[src/rtl/renkon_ctrl.sv]
// Layer sequencer for a multi-core convolution engine: streams one shared weight and image read
// sequence per (group, channel), with registered valid strobes that line up with 1-cycle reads.
module renkon_ctrl #(
  parameter int unsigned CORE    = 8,
  parameter int unsigned LWIDTH  = 10,
  parameter int unsigned IMGSIZE = 12,
  parameter int unsigned NETSIZE = 11
) (
  input  logic               clk,
  input  logic               xrst,
  input  logic               req,
  input  logic [LWIDTH-1:0]  total_out,
  input  logic [LWIDTH-1:0]  total_in,
  input  logic [LWIDTH-1:0]  img_size,
  input  logic [LWIDTH-1:0]  fil_size,
  input  logic [IMGSIZE-1:0] input_addr,
  output logic               ack,
  output logic [NETSIZE-1:0] mem_net_addr,
  output logic               net_valid,
  output logic [LWIDTH-1:0]  net_idx,
  output logic [IMGSIZE-1:0] mem_img_addr,
  output logic               pixel_valid,
  output logic               first_in,
  output logic               last_in,
  output logic               busy
);

  typedef enum logic [1:0] {StIdle, StNet, StImg, StDone} state_e;

  localparam logic [LWIDTH-1:0]  LOne  = LWIDTH'(1);
  localparam logic [IMGSIZE-1:0] IOne  = IMGSIZE'(1);
  localparam logic [NETSIZE-1:0] NOne  = NETSIZE'(1);
  localparam logic [LWIDTH:0]    CoreW = (LWIDTH + 1)'(CORE);

  state_e state_q, state_d;
  logic [LWIDTH-1:0]  cfg_out_q, cfg_out_d, cfg_in_q, cfg_in_d;
  logic [LWIDTH-1:0]  cfg_img_q, cfg_img_d, cfg_fil_q, cfg_fil_d;
  logic [IMGSIZE-1:0] base_q, base_d, img_ptr_q, img_ptr_d;
  logic [NETSIZE-1:0] net_ptr_q, net_ptr_d;
  logic [LWIDTH-1:0]  fy_q, fy_d, fx_q, fx_d, tap_q, tap_d;
  logic [LWIDTH-1:0]  y_q, y_d, x_q, x_d, chan_q, chan_d, out_cnt_q, out_cnt_d;
  logic               ack_q, ack_d, net_valid_q, pixel_valid_q, first_q, last_q;
  logic [LWIDTH-1:0]  net_idx_q;
  logic               zero_cfg, last_grp;

  assign zero_cfg = (total_out == '0) || (total_in == '0) || (img_size == '0) ||
                    (fil_size == '0);
  // Widened by one bit so out_cnt + CORE cannot wrap before the compare.
  assign last_grp = ({1'b0, out_cnt_q} + CoreW) >= {1'b0, cfg_out_q};

  always_comb begin
    state_d   = state_q;
    cfg_out_d = cfg_out_q;
    cfg_in_d  = cfg_in_q;
    cfg_img_d = cfg_img_q;
    cfg_fil_d = cfg_fil_q;
    base_d    = base_q;
    img_ptr_d = img_ptr_q;
    net_ptr_d = net_ptr_q;
    fy_d      = fy_q;
    fx_d      = fx_q;
    tap_d     = tap_q;
    y_d       = y_q;
    x_d       = x_q;
    chan_d    = chan_q;
    out_cnt_d = out_cnt_q;
    ack_d     = 1'b0;
    unique case (state_q)
      StIdle: begin
        if (req) begin
          cfg_out_d = total_out;
          cfg_in_d  = total_in;
          cfg_img_d = img_size;
          cfg_fil_d = fil_size;
          base_d    = input_addr;
          img_ptr_d = input_addr;
          net_ptr_d = '0;
          fy_d      = '0;
          fx_d      = '0;
          tap_d     = '0;
          y_d       = '0;
          x_d       = '0;
          chan_d    = '0;
          out_cnt_d = '0;
          state_d   = zero_cfg ? StDone : StNet;
        end
      end
      StNet: begin
        net_ptr_d = net_ptr_q + NOne;
        tap_d     = tap_q + LOne;
        if (fx_q == cfg_fil_q - LOne) begin
          fx_d = '0;
          if (fy_q == cfg_fil_q - LOne) begin
            fy_d    = '0;
            tap_d   = '0;
            state_d = StImg;
          end else begin
            fy_d = fy_q + LOne;
          end
        end else begin
          fx_d = fx_q + LOne;
        end
      end
      StImg: begin
        img_ptr_d = img_ptr_q + IOne;
        if (x_q == cfg_img_q - LOne) begin
          x_d = '0;
          if (y_q == cfg_img_q - LOne) begin
            y_d = '0;
            if (chan_q != cfg_in_q - LOne) begin
              chan_d  = chan_q + LOne;
              state_d = StNet;
            end else if (!last_grp) begin
              out_cnt_d = out_cnt_q + CoreW[LWIDTH-1:0];
              chan_d    = '0;
              img_ptr_d = base_q;
              state_d   = StNet;
            end else begin
              state_d = StDone;
            end
          end else begin
            y_d = y_q + LOne;
          end
        end else begin
          x_d = x_q + LOne;
        end
      end
      StDone: begin
        ack_d   = 1'b1;
        state_d = StIdle;
      end
      default: state_d = StIdle;
    endcase
  end

  always_ff @(posedge clk or negedge xrst) begin
    if (!xrst) begin
      state_q       <= StIdle;
      cfg_out_q     <= '0;
      cfg_in_q      <= '0;
      cfg_img_q     <= '0;
      cfg_fil_q     <= '0;
      base_q        <= '0;
      img_ptr_q     <= '0;
      net_ptr_q     <= '0;
      fy_q          <= '0;
      fx_q          <= '0;
      tap_q         <= '0;
      y_q           <= '0;
      x_q           <= '0;
      chan_q        <= '0;
      out_cnt_q     <= '0;
      ack_q         <= 1'b0;
      net_valid_q   <= 1'b0;
      net_idx_q     <= '0;
      pixel_valid_q <= 1'b0;
      first_q       <= 1'b0;
      last_q        <= 1'b0;
    end else begin
      state_q       <= state_d;
      cfg_out_q     <= cfg_out_d;
      cfg_in_q      <= cfg_in_d;
      cfg_img_q     <= cfg_img_d;
      cfg_fil_q     <= cfg_fil_d;
      base_q        <= base_d;
      img_ptr_q     <= img_ptr_d;
      net_ptr_q     <= net_ptr_d;
      fy_q          <= fy_d;
      fx_q          <= fx_d;
      tap_q         <= tap_d;
      y_q           <= y_d;
      x_q           <= x_d;
      chan_q        <= chan_d;
      out_cnt_q     <= out_cnt_d;
      ack_q         <= ack_d;
      // Strobes trail the address phase by one cycle to match the memory read latency.
      net_valid_q   <= (state_q == StNet);
      net_idx_q     <= (state_q == StNet) ? tap_q : '0;
      pixel_valid_q <= (state_q == StImg);
      first_q       <= (state_q == StImg) && (chan_q == '0);
      last_q        <= (state_q == StImg) && (chan_q == cfg_in_q - LOne);
    end
  end

  assign ack          = ack_q;
  assign busy         = (state_q != StIdle);
  assign mem_net_addr = net_ptr_q;
  assign mem_img_addr = img_ptr_q;
  assign net_valid    = net_valid_q;
  assign net_idx      = net_idx_q;
  assign pixel_valid  = pixel_valid_q;
  assign first_in     = first_q;
  assign last_in      = last_q;

endmodule

[config.mk]
export PLATFORM = sky130hd
export DESIGN_NAME = renkon_ctrl
export DESIGN_NICKNAME = d
export VERILOG_FILES = /design/src/rtl/renkon_ctrl.sv
export SDC_FILE = /design/constraint.sdc
export NUM_CORES = 1
export LEC_CHECK = 0
export ABC_AREA = 0
export CORE_ASPECT_RATIO = 1.4
export CORE_MARGIN = 2
export CORE_UTILIZATION = 40
export DETAILED_ROUTE_END_ITERATION = 16
export HOLD_SLACK_MARGIN = 0.05
export SYNTH_ARGS = -nofsm -noshare
export SYNTH_HDL_FRONTEND = slang
export SYNTH_SLANG_ARGS = --single-unit
[constraint.sdc]
create_clock -name clk -period 3.45 [get_ports clk]
set_input_delay 0.69 -clock clk [delete_from_list [all_inputs] [get_ports clk]]
set_output_delay 0.69 -clock clk [all_outputs]
set_load 0.005 [all_outputs]
## Word-level counts from Yosys, hierarchy flattened

Index checks and enable logic that the tools add are counted.

| storage, ports and cells | value |
|---|---|
| flip-flop bits (word level) | 162 |

| operators by class | value |
|---|---|
| $add $sub $neg | 13 |
| $lt $le $gt $ge | 1 |
| equality and inequality tests | 17 |
| multiplexer cells | 43 |
| reductions and logical operators | 22 |

Operators with widths:

| kind | number |
|---|---|
| $mux W10 | 18 |
| $pmux W10 S2 | 7 |
| $add A10 B1 Y10 const B | 6 |
| $mux W12 | 5 |
| $eq A10 B10 Y1 | 5 |
| $logic_not A10 Y1 | 5 |
| $sub A10 B1 Y10 const B | 3 |
| $pmux W12 S2 | 1 |
| $pmux W11 S2 | 1 |
| $mux W2 | 8 |
| $ne A2 B2 Y1 const B | 7 |
| $add A12 B1 Y12 const B | 1 |
| $add A10 B4 Y11 const B | 1 |
| $add A11 B1 Y11 const B | 1 |
| $ge A11 B10 Y1 | 1 |
| $mux W11 | 1 |
| $add A10 B4 Y10 const B | 1 |
| $ne A10 B10 Y1 | 1 |
| $reduce_and A5 Y1 | 2 |
| $pmux W2 S4 | 1 |
| $reduce_and A2 Y1 | 3 |
| $reduce_and A3 Y1 | 2 |
| $reduce_and A6 Y1 | 1 |
| $reduce_bool A2 Y1 | 3 |
| other kinds (7) | 11 |

## Longest topological paths before layout

Gate-level depths: netlist of run 1.

| logic depth | value |
|---|---|
| depth after elaboration | 7 |
| mapped depth | 14 |
| mapped depth without buffers | 11 |

## Worst setup path before layout of run 1

OpenSTA, ideal clock, no wires.

| timing path | value |
|---|---|
| path type | flip-flop to flip-flop |
| from | register cfg_img_q[0] |
| to | register out_cnt_q[9] |
| setup time | 127 ps |
| data arrival time | 2,989 ps |
| required time | 3,323 ps |
| slack | 334 ps |
| stages on the path, launching flop included | 14 |
| buffers on the path | 3 |
| clock period less this slack | 3,116 ps |
| cell sequence | dfrtp_1 > inv_1 > ha_1 > buf_2 > or3b_1 > nor3_1 > xnor3_1 > o2111ai_1 > or3_1 > buf_2 > nor4b_4 > buf_6 > nand2_1 > mux2_1 |

| on the way | value |
|---|---|
| longest elaborated chain between the ends | 4 |
| elaborated cells between the ends (all ways) | 6 |

Ends and longest elaborated chain:

| element | line | text |
|---|---|---|
| start, declared | 37 | `logic [LWIDTH-1:0] cfg_img_q, cfg_img_d, cfg_fil_q, cfg_fil_d;` |
| start signal, assigned | 163 | `cfg_img_q <= cfg_img_d;` |
| $sub A10 B1 Y10 (*) | 106, 108 |  |
| $eq A10 B10 Y1, on equally long branches | 108, 106 |  |
| $ne A2 B2 Y1 (no line) | - |  |
| $reduce_and A6 Y1 (no line) (*) | - |  |
| end signal, assigned | 174 | `out_cnt_q <= out_cnt_d;` |
| end, declared | 41 | `logic [LWIDTH-1:0] y_q, y_d, x_q, x_d, chan_q, chan_d, out_cnt_q, out_cnt_d;` |

Every way passes the cells marked *; elsewhere a longest branch is shown, timed or not.
A chain may end at the register's enable or synchronous reset.

## Worst setup path in the final report of run 1

| timing path | value |
|---|---|
| from | register cfg_img_q[0] |
| to | register out_cnt_q[8] |

Same word-level chain as after synthesis.

==> results.txt, run 1 <==
* Basic-gate share of the synthesized area counting and, or, nand and nor cells: 0.251
- CP peak stage delay: 0.45 ns
* Number of antenna violations at the first check in global routing: 0
- Via density per instance: about 5.5
- Detail Placement HPWL: 17400 µm
- Portion of the post-synthesis area used by sequential elements: 0.422
* Synthesized area: 9440 µm²
- Global-route wire length before repair: 40800 µm
- The number of global-route vias before repair is 8019.
- After clock tree synthesis, the clock-pin slew on the worst setup and hold paths is ~0.070 ns.
- Total power of the final layout: 9.03 mW
- R2r endpoint: out_cnt_q[8]$_DFFE_PN0P_
- Count of flip-flops with a built-in enable after synthesis: 0
* First element of the critical path: cfg_img_q[0]$_DFFE_PN0P_
- Parity-gate share of the synthesized area counting xor and xnor cells: 0.0810
- Summed over all cells, the static leakage comes to 4.92 nW.
- Maximum vdd drop: just under 400 µV
* Width of the die: 134 µm
- Highest achievable clock rate: 309 MHz
- Worst path slowest cell: dfrtp_1
- Core Box Area: between 20000 and 25000 µm²
- Critical path launch point type: flop
- Min Clock Period, post-route: 3.23 ns
- In the layout the commonest cells are 188 x nand2_1, 159 x dfrtp_1, 94 x o21ai_0.
* Total power per unit cell area: 792 nW/µm²
- Top-Level Pins: 94
- Crit path max fanout: 9
- Multiplexer fraction of the synthesized cell area: 0.0248
* Antenna Violating Nets Remaining: 0
- Leading cell type in the layout, fill and taps excluded: nand2_1
* Number of diodes: 0
- The floorplan step defined a die boundary enclosing around 25000 µm².
- At the end of routability-driven placement, the weighted congestion stood at 0.917.
* CTS tree: yes
- Measured against its own limit, the worst slew margin works out to 0.532.
- Counting along the longest clock path gives a buffer depth of 2.
- Count of cells along the worst register-to-register path: 11
- Wire length per cell after detailed routing: between 15 and 20 µm
- Source of the worst register-to-register timing path: cfg_img_q[0]$_DFFE_PN0P_
* Post-route core utilization: 0.492
- Synthesis-to-layout area growth: 20.9%
* TritonCTS Buffers: 17
* Internal power of the cells: 5.34 mW
- Prior to clock tree synthesis, the placed netlist has a worst setup slack of 0.142 ns.
- First-pass detailed-route iteration total: 5
- Net Sw Frac: 0.409
- Transition time of the tightest slew-check pin: 0.702 ns
* Capture point of the critical path: out_cnt_q[8]$_DFFE_PN0P_
- Part of the total power dissipated in the clock network: 0.228
- CTS built an H-tree with a depth of 4.
- STA puts the critical path data required time at 3.81 ns.
- Counting both buffers and inverters, the worst setup path holds a total of 2.
* Share of final-layout standard cells stronger than drive strength 1: 0.0836
- The critical path in this run is classified as reg2reg.
* Min-delay worst type: in2async
* Layout Nets: 1234
* Total Routing Usage GR: 0.204
- Entering global routing, the biggest net connects 80 pins.
- The total count of max-transition violations in the final report is 0.
* Vias: 8090
- Clock tree synthesis selected as its root buffer the cell clkbuf_16.
- Part of the cycle the worst path needs: 0.937
* Arrival time worst endpoint: 3.59 ns
* Proportion of power drawn by combinational gates: 0.421
- Of the total power, registers draw 0.350.
* Average footprint of a synthesized cell: 8.78 µm²
- Post-synth cell types: 82
- STA classifies the critical path endpoint as a flop.
- Path length in cells of the critical path: 11
* Kind of cell adding the most delay to the critical path: simple AND/OR/NAND/NOR gates
- Smallest hold slack: 0.275 ns
* Num rows: between 60 and 70
- Number of endpoints with negative hold slack in the final report: 0
- Status: finished, final reports clean
- Crit-path cells: inv_1, ha_1, or3b_1, nor3_2, xnor3_1, a211oi_2, nand4_2, nor4b_4, buf_4, nor3b_2, mux2i_1
* Synth Net Count: ~1.2k
- Initial DRC Count: 580
- Adding up every negative setup slack in the final design gives 0 ns.
- Ys Warns: 0
* Total clock sinks: about 160
- The initial utilization of the core area, before any placement, comes to 0.407.
- Post-Route Skew: roughly 0.009 ns
* Post-route DRC: 0
- Complex-gate fraction of the synthesized area: 0.152
- Adder-cell share of the synthesized area: 0.0277
* Overflow left after global routing: 0
- For this run, the leading register cell type out of synthesis is dfrtp_1.
- Unrepaired setup endpoints after global routing: no
- Reported net switching power: 3.69 mW
- Internal reg-to-reg setup slack: 0.22 ns
* Total Wirelength: 24400 µm
* Port Buffer Count: 93
- Setup violations remaining at the end of the flow were counted as 0.
- Clk_lat worst skew: 0.43 ns
* Async S/R FF share, synth: 1.00
- The synthesized design contains 159 register bits.
- By area, the combinational part of the netlist is dominated by simple AND/OR/NAND/NOR gates.
* Die outline height: 186 µm
- Synthesis produced a netlist whose cell count is 1075.
- Final WS setup: 0.218 ns
- Maxcap violations: 0
[power groups by stage]
stage	Combinational [mW]	Clock (mW)	Sequential, mW
after floorplan	2.78	0	2.86
after global placement	3.74	0	3.18
after detailed placement	3.79	0	3.18
after CTS	3.82	2.09	3.16
after global routing	4.27	2.16	3.26
final	3.80	2.06	3.17
[per-layer routing]
| layer | routed length [µm] | track usage |
|---|---|---|
| met2 | 11400 | 0.332 |
| met3 | 1030 | 0.0330 |
| met5 | 0 | 0 |
| met1 | 11300 | 0.275 |
| met4 | 608 | 0.0762 |
[how the worst min path moves through the flow]
stage / slack, ns / end / startpoint
finish: 0.27 / cfg_in_q[9]$_DFFE_PN0P_ / xrst
global route: 0.34 / cfg_in_q[9]$_DFFE_PN0P_ / xrst
CTS: 0.31 / cfg_in_q[8]$_DFFE_PN0P_ / xrst
detailed placement: 0.46 / base_q[6]$_DFFE_PN0P_ / base_q[6]$_DFFE_PN0P_
global placement: 0.46 / base_q[5]$_DFFE_PN0P_ / base_q[5]$_DFFE_PN0P_
floorplan: 0.39 / ack$_DFF_PN0_ / xrst
[through the flow]
step,cells,cell area (µm²)
global placement,1446,10800
global route,1478,11400
CTS,1478,11400
floorplan,1075,9440
detailed placement,1446,10800
finish,1478,11400
[synthesized netlist by cell type (all sizes together), types with 4 or more instances]
| master | number | area share |
|---|---|---|
| nor3 | 24 | 0.015 |
| o41ai | 4 | 0.0037 |
| a22oi | 9 | 0.0072 |
| xnor2 | 43 | 0.040 |
| xor2 | 34 | 0.032 |
| nor2b | 10 | 0.0066 |
| o21ai | 101 | 0.054 |
| nor4 | 10 | 0.0082 |
| dfrtp | 159 | 0.42 |
| or4 | 14 | 0.012 |
| nand2 | 188 | 0.075 |
| a22o | 7 | 0.0065 |
| mux2i | 20 | 0.021 |
| nand2b | 18 | 0.012 |
| xnor3 | 4 | 0.0095 |
| a31oi | 13 | 0.0086 |
| and3 | 25 | 0.017 |
| o22ai | 8 | 0.0053 |
| or2 | 5 | 0.0033 |
| a211oi | 4 | 0.0037 |
| nor3b | 9 | 0.0077 |
| o31ai | 12 | 0.0095 |
| nand3 | 62 | 0.034 |
| nor2 | 55 | 0.022 |
| o2111ai | 5 | 0.0046 |
| nand4 | 12 | 0.0086 |
| or3 | 6 | 0.0045 |
| inv | 39 | 0.016 |
| a21oi | 30 | 0.016 |
| and2 | 15 | 0.0099 |
| ha | 20 | 0.027 |
| clkbuf | 48 | 0.019 |
| buf | 11 | 0.0076 |
[worst reg2reg max path, stage by stage (launching register included)]
cell and delay (ns):
dfrtp_1 0.45, inv_1 0.10, ha_1 0.18, or3b_1 0.44, nor3_2 0.20, xnor3_1 0.26, a211oi_2 0.23, nand4_2 0.25
nor4b_4 0.38, buf_4 0.26, nor3b_2 0.21, mux2i_1 0.19
[final cells by class]
type	instances	area, µm²
Clock inverter	15	209
Sequential cell	159	3980
Inverter	40	150
Timing Repair Buffer	124	1190
Tap cell	306	383
Fill cell	2142	11800
Clock buffer	17	425
Multi-Input combinational cell	817	5070
[what timing repair did]
item	CTS	global route
endpoints found under the hold margin	0	0
hold buffers	0	0
endpoints found under the setup margin	0	2
gates resized for setup	0	1
setup buffers	0	0
[cells by family after synthesis]
kind of cell	count (synthesis)
AOI/OAI and AO/OA	226
xor gates and xnor gates	81
adders and majority gates	21
buffers and inverters	99
DFF	159
muxes	23
and+or+nand+nor	466
(Power assumes the default switching activity.)
==> run 2, diff against run 1 <==
Settings changed: ABC_AREA 0 to default.
==> results of run 2 <==
The final DEF is identical to that of run 1; final timing and power are the same.
